[config.mk]
export PLATFORM = sky130hd
export DESIGN_NAME = multi_channel_counter
export DESIGN_NICKNAME = d
export VERILOG_FILES = /design/src/rtl/counter_pkg.sv /design/src/rtl/counter_channel.sv /design/src/rtl/multi_channel_counter.sv
export SDC_FILE = /design/constraint.sdc
export NUM_CORES = 1
export LEC_CHECK = 0
export BUFFER_PORTS_ARGS = -buffer_cell sky130_fd_sc_hd__buf_2
export CORE_ASPECT_RATIO = 1.25
export CORE_MARGIN = 2
export CORE_UTILIZATION = 55
export DETAILED_ROUTE_END_ITERATION = 8
export MAX_ROUTING_LAYER = met4
export PLACE_DENSITY = 0.91
export SLEW_MARGIN = 15
export SYNTH_ARGS = -nofsm -noshare
export SYNTH_HDL_FRONTEND = slang
export SYNTH_SLANG_ARGS = --single-unit
[constraint.sdc]
create_clock -name clk -period 3.2 [get_ports clk]
set_input_delay 0.64 -clock clk [delete_from_list [all_inputs] [get_ports clk]]
set_output_delay 0.64 -clock clk [all_outputs]
set_load 0.02 [all_outputs]
[src/rtl/counter_pkg.sv]
// Shared types and helpers for the multi-channel counter bank.
package counter_pkg;

    typedef enum logic {
        MODE_WRAP = 1'b0,
        MODE_SAT  = 1'b1
    } count_mode_e;

    typedef enum logic {
        DIR_DOWN = 1'b0,
        DIR_UP   = 1'b1
    } count_dir_e;

    function automatic int ch_width(input int n);
        return (n <= 1) ? 1 : $clog2(n);
    endfunction

endpackage

[src/rtl/counter_channel.sv]
// One counter channel: count, limit, terminal-count and saturation registers.
// wrap_evt is combinational so a downstream channel can step in the same cycle.
module counter_channel
    import counter_pkg::*;
#(
    parameter int WIDTH         = 8,
    parameter int DEFAULT_LIMIT = 10
) (
    input  logic             clk,
    input  logic             rst,
    input  logic             step,
    input  count_dir_e       dir,
    input  count_mode_e      mode,
    input  logic             load,
    input  logic [WIDTH-1:0] load_val,
    input  logic             limit_we,
    input  logic [WIDTH-1:0] limit_val,
    output logic [WIDTH-1:0] count,
    output logic             tc,
    output logic             sat,
    output logic             wrap_evt
);

    logic [WIDTH-1:0] count_reg, count_next;
    logic [WIDTH-1:0] limit_reg;
    logic             tc_reg, tc_next;
    logic             sat_reg, sat_next;

    always_ff @(posedge clk) begin
        if (rst) begin
            count_reg <= '0;
            limit_reg <= WIDTH'(DEFAULT_LIMIT);
            tc_reg    <= 1'b0;
            sat_reg   <= 1'b0;
        end else begin
            count_reg <= count_next;
            tc_reg    <= tc_next;
            sat_reg   <= sat_next;
            if (limit_we) begin
                limit_reg <= limit_val;
            end
        end
    end

    // Load clamps against the limit currently in force, even if a new limit
    // is being written in the same cycle.
    always_comb begin
        count_next = count_reg;
        tc_next    = 1'b0;
        sat_next   = sat_reg;
        wrap_evt   = 1'b0;
        if (load) begin
            count_next = (load_val > limit_reg) ? limit_reg : load_val;
            sat_next   = 1'b0;
        end else if (step) begin
            if (dir == DIR_UP) begin
                if (count_reg < limit_reg) begin
                    count_next = count_reg + WIDTH'(1);
                    sat_next   = 1'b0;
                end else if (mode == MODE_WRAP) begin
                    count_next = '0;
                    wrap_evt   = 1'b1;
                    sat_next   = 1'b0;
                end else begin
                    count_next = limit_reg;
                    sat_next   = 1'b1;
                end
            end else begin
                if (count_reg > limit_reg) begin
                    count_next = limit_reg;
                    sat_next   = 1'b0;
                end else if (count_reg != '0) begin
                    count_next = count_reg - WIDTH'(1);
                    sat_next   = 1'b0;
                end else if (mode == MODE_WRAP) begin
                    count_next = limit_reg;
                    wrap_evt   = 1'b1;
                    sat_next   = 1'b0;
                end else begin
                    sat_next   = 1'b1;
                end
            end
            tc_next = wrap_evt;
        end
        // Saturation is only meaningful in saturate mode.
        if (mode == MODE_WRAP) begin
            sat_next = 1'b0;
        end
    end

    assign count = count_reg;
    assign tc    = tc_reg;
    assign sat   = sat_reg;

endmodule

[src/rtl/multi_channel_counter.sv]
// Bank of NUM_CH programmable modulo counters with optional cascading:
// a chained channel steps only when its lower neighbour wraps.
module multi_channel_counter
    import counter_pkg::*;
#(
    parameter int NUM_CH        = 4,
    parameter int WIDTH         = 8,
    parameter int DEFAULT_LIMIT = 10
) (
    input  logic                          clk,
    input  logic                          rst,
    input  logic [NUM_CH-1:0]             en,
    input  logic [NUM_CH-1:0]             up_dn,
    input  logic [NUM_CH-1:0]             sat_mode,
    input  logic [NUM_CH-1:0]             chain,
    input  logic                          load,
    input  logic [ch_width(NUM_CH)-1:0]   load_ch,
    input  logic [WIDTH-1:0]              load_val,
    input  logic                          limit_we,
    input  logic [ch_width(NUM_CH)-1:0]   limit_ch,
    input  logic [WIDTH-1:0]              limit_val,
    output logic [NUM_CH*WIDTH-1:0]       count,
    output logic [NUM_CH-1:0]             tc,
    output logic [NUM_CH-1:0]             sat
);

    localparam int CH_W = ch_width(NUM_CH);

    logic [NUM_CH-1:0] step;
    logic [NUM_CH-1:0] wrap_evt;
    logic [NUM_CH-1:0] load_sel;
    logic [NUM_CH-1:0] limit_sel;

    // chain[0] has no lower neighbour to follow.
    logic unused_chain0;
    assign unused_chain0 = chain[0];

    genvar gi;
    generate
        for (gi = 0; gi < NUM_CH; gi++) begin : g_ch
            // Out-of-range channel indices match no channel and are dropped.
            assign load_sel[gi]  = load     && (load_ch  == CH_W'(gi));
            assign limit_sel[gi] = limit_we && (limit_ch == CH_W'(gi));

            if (gi == 0) begin : g_first
                assign step[gi] = en[gi];
            end else begin : g_rest
                assign step[gi] = en[gi] & (chain[gi] ? wrap_evt[gi-1] : 1'b1);
            end

            counter_channel #(
                .WIDTH         (WIDTH),
                .DEFAULT_LIMIT (DEFAULT_LIMIT)
            ) u_channel (
                .clk       (clk),
                .rst       (rst),
                .step      (step[gi]),
                .dir       (count_dir_e'(up_dn[gi])),
                .mode      (count_mode_e'(sat_mode[gi])),
                .load      (load_sel[gi]),
                .load_val  (load_val),
                .limit_we  (limit_sel[gi]),
                .limit_val (limit_val),
                .count     (count[gi*WIDTH +: WIDTH]),
                .tc        (tc[gi]),
                .sat       (sat[gi]),
                .wrap_evt  (wrap_evt[gi])
            );
        end
    endgenerate

endmodule

Word-level counts from Yosys, hierarchy flattened
Cells that the tools add are included.

Add/subtract/negate cells: 8. Order comparisons: 12. Eq/ne operators: 10. Mux-type cells: 81. Bitwise gates (word level): 8. Reductions and logical operators: 27.

Operators by type and width (number): $mux W8 (36); $gt A8 B8 Y1 (8); $mux W1 (45); $add A8 B1 Y8 const B (4); $lt A8 B8 Y1 (4); $reduce_bool A8 Y1 (4); $sub A8 B1 Y8 const B (4); $ne A5 B2 Y1 const B (4); $reduce_or A3 Y1 (5); $eq A2 B2 Y1 const B (4); $logic_and A1 B1 Y1 (8); $reduce_and A2 Y1 (4); $reduce_bool A2 Y1 (4); $not A1 Y1 (5); $eq A2 B1 Y1 const B (2); $logic_not A2 Y1 (2); $and A1 B1 Y1 (3).

Register bits: 72. Bits of input ports: 40. Output and inout port bits: 40. Logic and storage cells: 162.

Depth between registers and ports, before layout
Word-level depth: 18. Gate-level depth with buffers: 13. Depth with buffers taken out: 11.

Cells and area by module
From an unflattened synthesis, not the netlist that was laid out.

Cell total of the unflattened synthesis: 900. Area total of the unflattened synthesis: 7472.2 um2.

By module, submodules not included: counter_channel (instances 4, cells an instance 221, area each 1841.8 um2, seq. area each 360.3 um2); multi_channel_counter (instances 1, cells an instance 16, area each 105.1 um2, seq. area each 0.0 um2).

Worst setup path after synthesis
Ideal clock, no wire load.

Path kind: register to register. Start: register g_ch[0].u_channel.count_reg[5]. End: register g_ch[3].u_channel.count_reg[2]. Library setup time: 0.122 ns. Arrival time: 3.133 ns. Data required time: 3.078 ns. Slack: -0.054 ns. Cell stages (with the launch flop): 11. Buffers on the path: 0. Period minus slack after synthesis: 3.254 ns. Cells stage by stage: dfxtp_1 ha_1 a21oi_1 o21ai_1 nor2b_1 or4b_4 o211ai_4 a32oi_4 o32ai_4 a21oi_2 o311a_1.

Word-level cells in the longest chain between the ends: 18. Elaborated cells between the ends (all ways): 21. Those cells by class: order compare (2); mux (13); bitwise (3); reduce/logical (3).

RTL lines: start: declaration (line counter_channel.sv:24) `logic [WIDTH-1:0] count_reg, count_next;`; start signal: assignment (line counter_channel.sv:36) `count_reg <= count_next;`; parallel branches: the longest is 3 deep, another holds $gt A8 B8 Y1; $mux W1 * (line counter_channel.sv:56) `if (dir == DIR_UP) begin`; $mux W1 * (2 in a row); $mux W1 * (line multi_channel_counter.sv:48) `assign step[gi] = en[gi] & (chain[gi] ? wrap_evt[gi-1] : 1'b1);`; $and A1 B1 Y1 * (line multi_channel_counter.sv:48); $mux W1 * (2 in a row); $mux W1 * (line multi_channel_counter.sv:48); $and A1 B1 Y1 * (line multi_channel_counter.sv:48); $mux W1 * (2 in a row); $mux W1 * (line multi_channel_counter.sv:48); $and A1 B1 Y1 * (line multi_channel_counter.sv:48); $reduce_bool A2 Y1 (no source line) *; $reduce_and A2 Y1 (no source line) *; end signal: assignment (line counter_channel.sv:36); end: declaration (line counter_channel.sv:24).

Mark *: on every way between the ends. A chain may end at the register's enable or synchronous reset.

Worst setup path after layout
Start: register g_ch[0].u_channel.count_reg[2]. End: register g_ch[3].u_channel.count_reg[3].

The elaborated chain is that of the path after synthesis.

==> run_results.csv <==
group,metric,value,unit
place,routabilityCongestion,0.995,
route,dr.pass1.iters,7,
route,drc,0,
route,wl_per_cell,18.8,um
logic_synthesis,yosysUniqueCellTypes,70,
logic_synthesis,synth-edff-count,0,
route,vias,7891,
power,ir_worst_vdd,0.311,mV
finish,area_growth,17.3,%
timing,fmax,0.312,GHz
clock_tree,postCtsHoldBufs,0,
timing,report.final.setup_viol,1,
clock_tree,root_buffer,"clkbuf_16",
logic_synthesis,netlist_area,7010,um2
place,dp_hpwl,16000,um
timing,drv_slew,0,
timing,period_minus_slack,3.20,ns
global_routing,grt_pass1_vias,7397,
finish,nets,1149,
worst_setup_path,end_kind,"register",
global_routing,grt_pass1_wl,35600,um
worst_setup_path,cp.arrival,3.46,ns
worst_setup_path,cp.required,3.46,ns
floorplan,std_cell_rows,46,
floorplan,die_h,130,um
global_routing,grt_use_total,33.3,%
timing,period_share,100,%
floorplan,core_area,12500,um2
finish,fin_cells,1205,
timing,slew_headroom,32.8,%
logic_synthesis,yosysSeqAreaShare,20.6,%
timing,hold_viol,0,
logic_synthesis,netlist_instances,941,
finish,ff_latch_area,1450,um2
floorplan,die_area,13700,um2
outcome,status,"finished, violations left",
global_routing,grt_overflow,0,
worst_setup_path,worstRegToRegCells,11,
logic_synthesis,ys_async_sr_fraction,0,%
logic_synthesis,ys_warn_count,0,
timing,setup_slack,-0.000393,ns
logic_synthesis,synth-seq-cells,72,
place,port-buffer-count,78,
route,first_iter_violations,870,
timing,tightest_slew,1.01,ns
clock_tree,path_clk_slew,0.06,ns
timing,rsz0062_at_grt,"yes",
finish,multi_input_area,5190,um2
clock_tree,cts_buffers,9,
worst_setup_path,r2r-end,"g_ch[3].u_channel.count[3]$_SDFFE_PP0P_",
logic_synthesis,synth_nets,1057,
clock_tree,cts_sinks,72,
route,ant_nets,0,
floorplan,start_util,55.9,%
floorplan,io_pins,80,
route,vias_per_cell,6.55,
hold_path,min_path_type,"reg -> reg",
clock_tree,htreeDepth,3,
logic_synthesis,postSynthAreaPerCell,7.45,um2
finish,n_fill_cell,1015,
clock_tree,clock_path_buffers,2,
timing,fin_setup_tns,-0.000393,ns
outcome,failed_checks,"setup timing",
worst_setup_path,critPathLaunch,"g_ch[0].u_channel.count[2]$_SDFFE_PP0P_",
power,powerDensity,489,nW/um2
run,max_cap_violations,0,
global_routing,grt_max_degree,41,
place,dpl.cell_count,1185,
finish,diodes,0,
finish,drive_above_1_share,19.4,%
timing,finClkSkew,0.00948,ns
worst_setup_path,r2r-start,"g_ch[0].u_channel.count[2]$_SDFFE_PP0P_",
worst_setup_path,worstSetupEndpoint,"g_ch[3].u_channel.count[3]$_SDFFE_PP0P_",
worst_setup_path,rrSetupSlack,-0.0004,ns
clock_tree,clk_latency,0.35,ns
worst_setup_path,worst_setup_path_start_kind,"register",
global_routing,antenna_found_initial,0,
route,route.final.wire_length,22700,um
worst_setup_path,critPathKind,"reg -> reg",
power,p_leak,3.64,nW
worst_setup_path,crit_fanout,5,
clock_tree,cts_tree,"built",
logic_synthesis,synthFlopType,"dfxtp_1",
floorplan,die_x,105,um
==> final cells by class <==
type	instances	share of cell area, %
inverter	54	2.46
multi-input combinational	753	63.1
sequential	72	17.6
clock inverter	3	0.517
timing repair buffer	143	10.7
clock buffer	12	3.00
tap	168	2.56
==> critical path, stage by stage, from the launching register on <==
cell and delay [ns]:
dfxtp_1 0.38, ha_1 0.33, nand4_1 0.12, nor2_2 0.19, nor2b_2 0.07, or4b_4 0.53, o211ai_4 0.30, a32oi_4 0.21
o32ai_4 0.44, a21oi_4 0.13, buf_4 0.17, o31ai_1 0.21
==> per-stage QoR <==
step / util, % / worst slack [ns] / cell area, um2 / power (mW) / hold WS [ns]
finish: 65.6 / -0.000393 / 8230 / 4.02 / 0.496
global route: 65.6 / -0.0565 / 8230 / 4.23 / 0.533
global placement: 62.1 / 0.0564 / 7790 / 2.83 / 0.471
floorplan: - / 0.0140 / 7010 / 2.37 / 0.459
CTS: 64.8 / 0.0114 / 8130 / 3.92 / 0.495
detailed placement: 62.1 / -0.0293 / 7790 / 2.89 / 0.486
==> power breakdown <==
group          internal (mW)  total [mW]  leakage (nW)  switching [mW]
Sequential             0.968        1.07         0.589           0.105
Clock                  0.620        1.03         0.139           0.410
Combinational          0.799        1.92          2.91            1.12
Total                   2.39        4.02          3.64            1.63
==> worst min path at each step <==
stage / startpoint / end / slack (ns) / cells after the start
floorplan: g_ch[1].u_channel.limit_reg[6]$_SDFFE_PP0P_ / g_ch[1].u_channel.limit_reg[6]$_SDFFE_PP0P_ / 0.46 / 2
global placement: g_ch[1].u_channel.limit_reg[6]$_SDFFE_PP0P_ / g_ch[1].u_channel.limit_reg[6]$_SDFFE_PP0P_ / 0.47 / 2
detailed placement: g_ch[1].u_channel.limit_reg[6]$_SDFFE_PP0P_ / g_ch[1].u_channel.limit_reg[6]$_SDFFE_PP0P_ / 0.49 / 2
CTS: g_ch[1].u_channel.limit_reg[6]$_SDFFE_PP0P_ / g_ch[1].u_channel.limit_reg[6]$_SDFFE_PP0P_ / 0.50 / 2
global route: g_ch[1].u_channel.limit_reg[7]$_SDFFE_PP0P_ / g_ch[1].u_channel.limit_reg[7]$_SDFFE_PP0P_ / 0.53 / 2
finish: g_ch[1].u_channel.limit_reg[6]$_SDFFE_PP0P_ / g_ch[1].u_channel.limit_reg[6]$_SDFFE_PP0P_ / 0.50 / 2
==> synth_stat cells, types with 4 or more instances <==
cell | n | area share, %
mux2_2 | 10 | 1.6
o21a_1 | 13 | 1.4
nand2_1 | 103 | 5.5
o2111ai_1 | 7 | 0.87
xnor2_1 | 24 | 3.0
nand2b_1 | 5 | 0.45
nor2_1 | 105 | 5.6
a221oi_2 | 4 | 0.86
dfxtp_1 | 72 | 21
nor4_1 | 5 | 0.45
nor2b_1 | 10 | 0.89
nand3_1 | 35 | 2.5
buf_4 | 9 | 0.96
mux2i_1 | 26 | 3.7
buf_1 | 4 | 0.21
clkbuf_1 | 46 | 2.5
and3_1 | 15 | 1.3
nand4_1 | 14 | 1.2
nor4b_1 | 5 | 0.62
ha_1 | 76 | 14
o31ai_1 | 4 | 0.43
a311o_1 | 4 | 0.57
a31oi_1 | 13 | 1.2
o211ai_1 | 21 | 2.2
a211o_1 | 10 | 1.2
o21ai_1 | 4 | 0.29
a21o_1 | 11 | 1.2
nand3b_1 | 5 | 0.54
a211oi_1 | 19 | 2.0
xor2_1 | 21 | 2.6
nor3_1 | 16 | 1.1
a21oi_1 | 86 | 6.1
o21ai_0 | 26 | 1.9
inv_1 | 54 | 2.9
==> cells in the final DEF, fill, tap and decap left out, types with 4 or more instances in the layout <==
master     Yosys  layout
a211o_1       10      10
a211oi_1      19      17
a21o_1        11      11
a21oi_1       86      85
a221oi_2       4       5
a311o_1        4       4
a31oi_1       13      13
and3_1        15      15
buf_2          2      78
buf_4          9      64
clkbuf_16      0       9
dfxtp_1       72      67
dfxtp_2        0       5
ha_1          76      72
ha_4           0       4
inv_1         54      52
mux2_2        10      10
mux2i_1       26      26
nand2_1      103     103
nand2b_1       5       5
nand3_1       35      35
nand3b_1       5       5
nand4_1       14      14
nor2_1       105     104
nor2b_1       10       8
nor3_1        16      16
nor4_1         5       5
nor4b_1        5       5
o2111ai_1      7       7
o211ai_1      21      21
o21a_1        13      13
o21ai_0       26      26
xnor2_1       24      24
xor2_1        21      21
==> per-layer routing <==
| layer | global-route usage, % | up-vias | share of wire, % |
|---|---|---|---|
| met5 | - | - | 0 |
| met4 | 22.4 | 0 | 7.7 |
| met3 | 6.24 | 171 | 10 |
| met2 | 55.7 | 527 | 47 |
| met1 | 36.2 | 3615 | 35 |
| li1 | - | 3578 | - |
==> repair_timing <==
item	CTS	global route
pin swaps	8	12
buffers inserted	4	3
setup endpoints to repair	5	19
gates cloned	0	0
gates resized for setup	7	16
==> kinds of logic after synthesis <==
logic type / after synthesis / share of synthesized area [%]
buffers and inverters: 116 / 6.84
muxes: 36 / 5.32
AOI/OAI and AO/OA: 257 / 25.3
xor gates and xnor gates: 45 / 5.62
and+or+nand+nor: 339 / 22.8
DFF: 72 / 20.6
adders and majority gates: 76 / 13.6
Note: power is estimated with default switching activity, not from simulation.
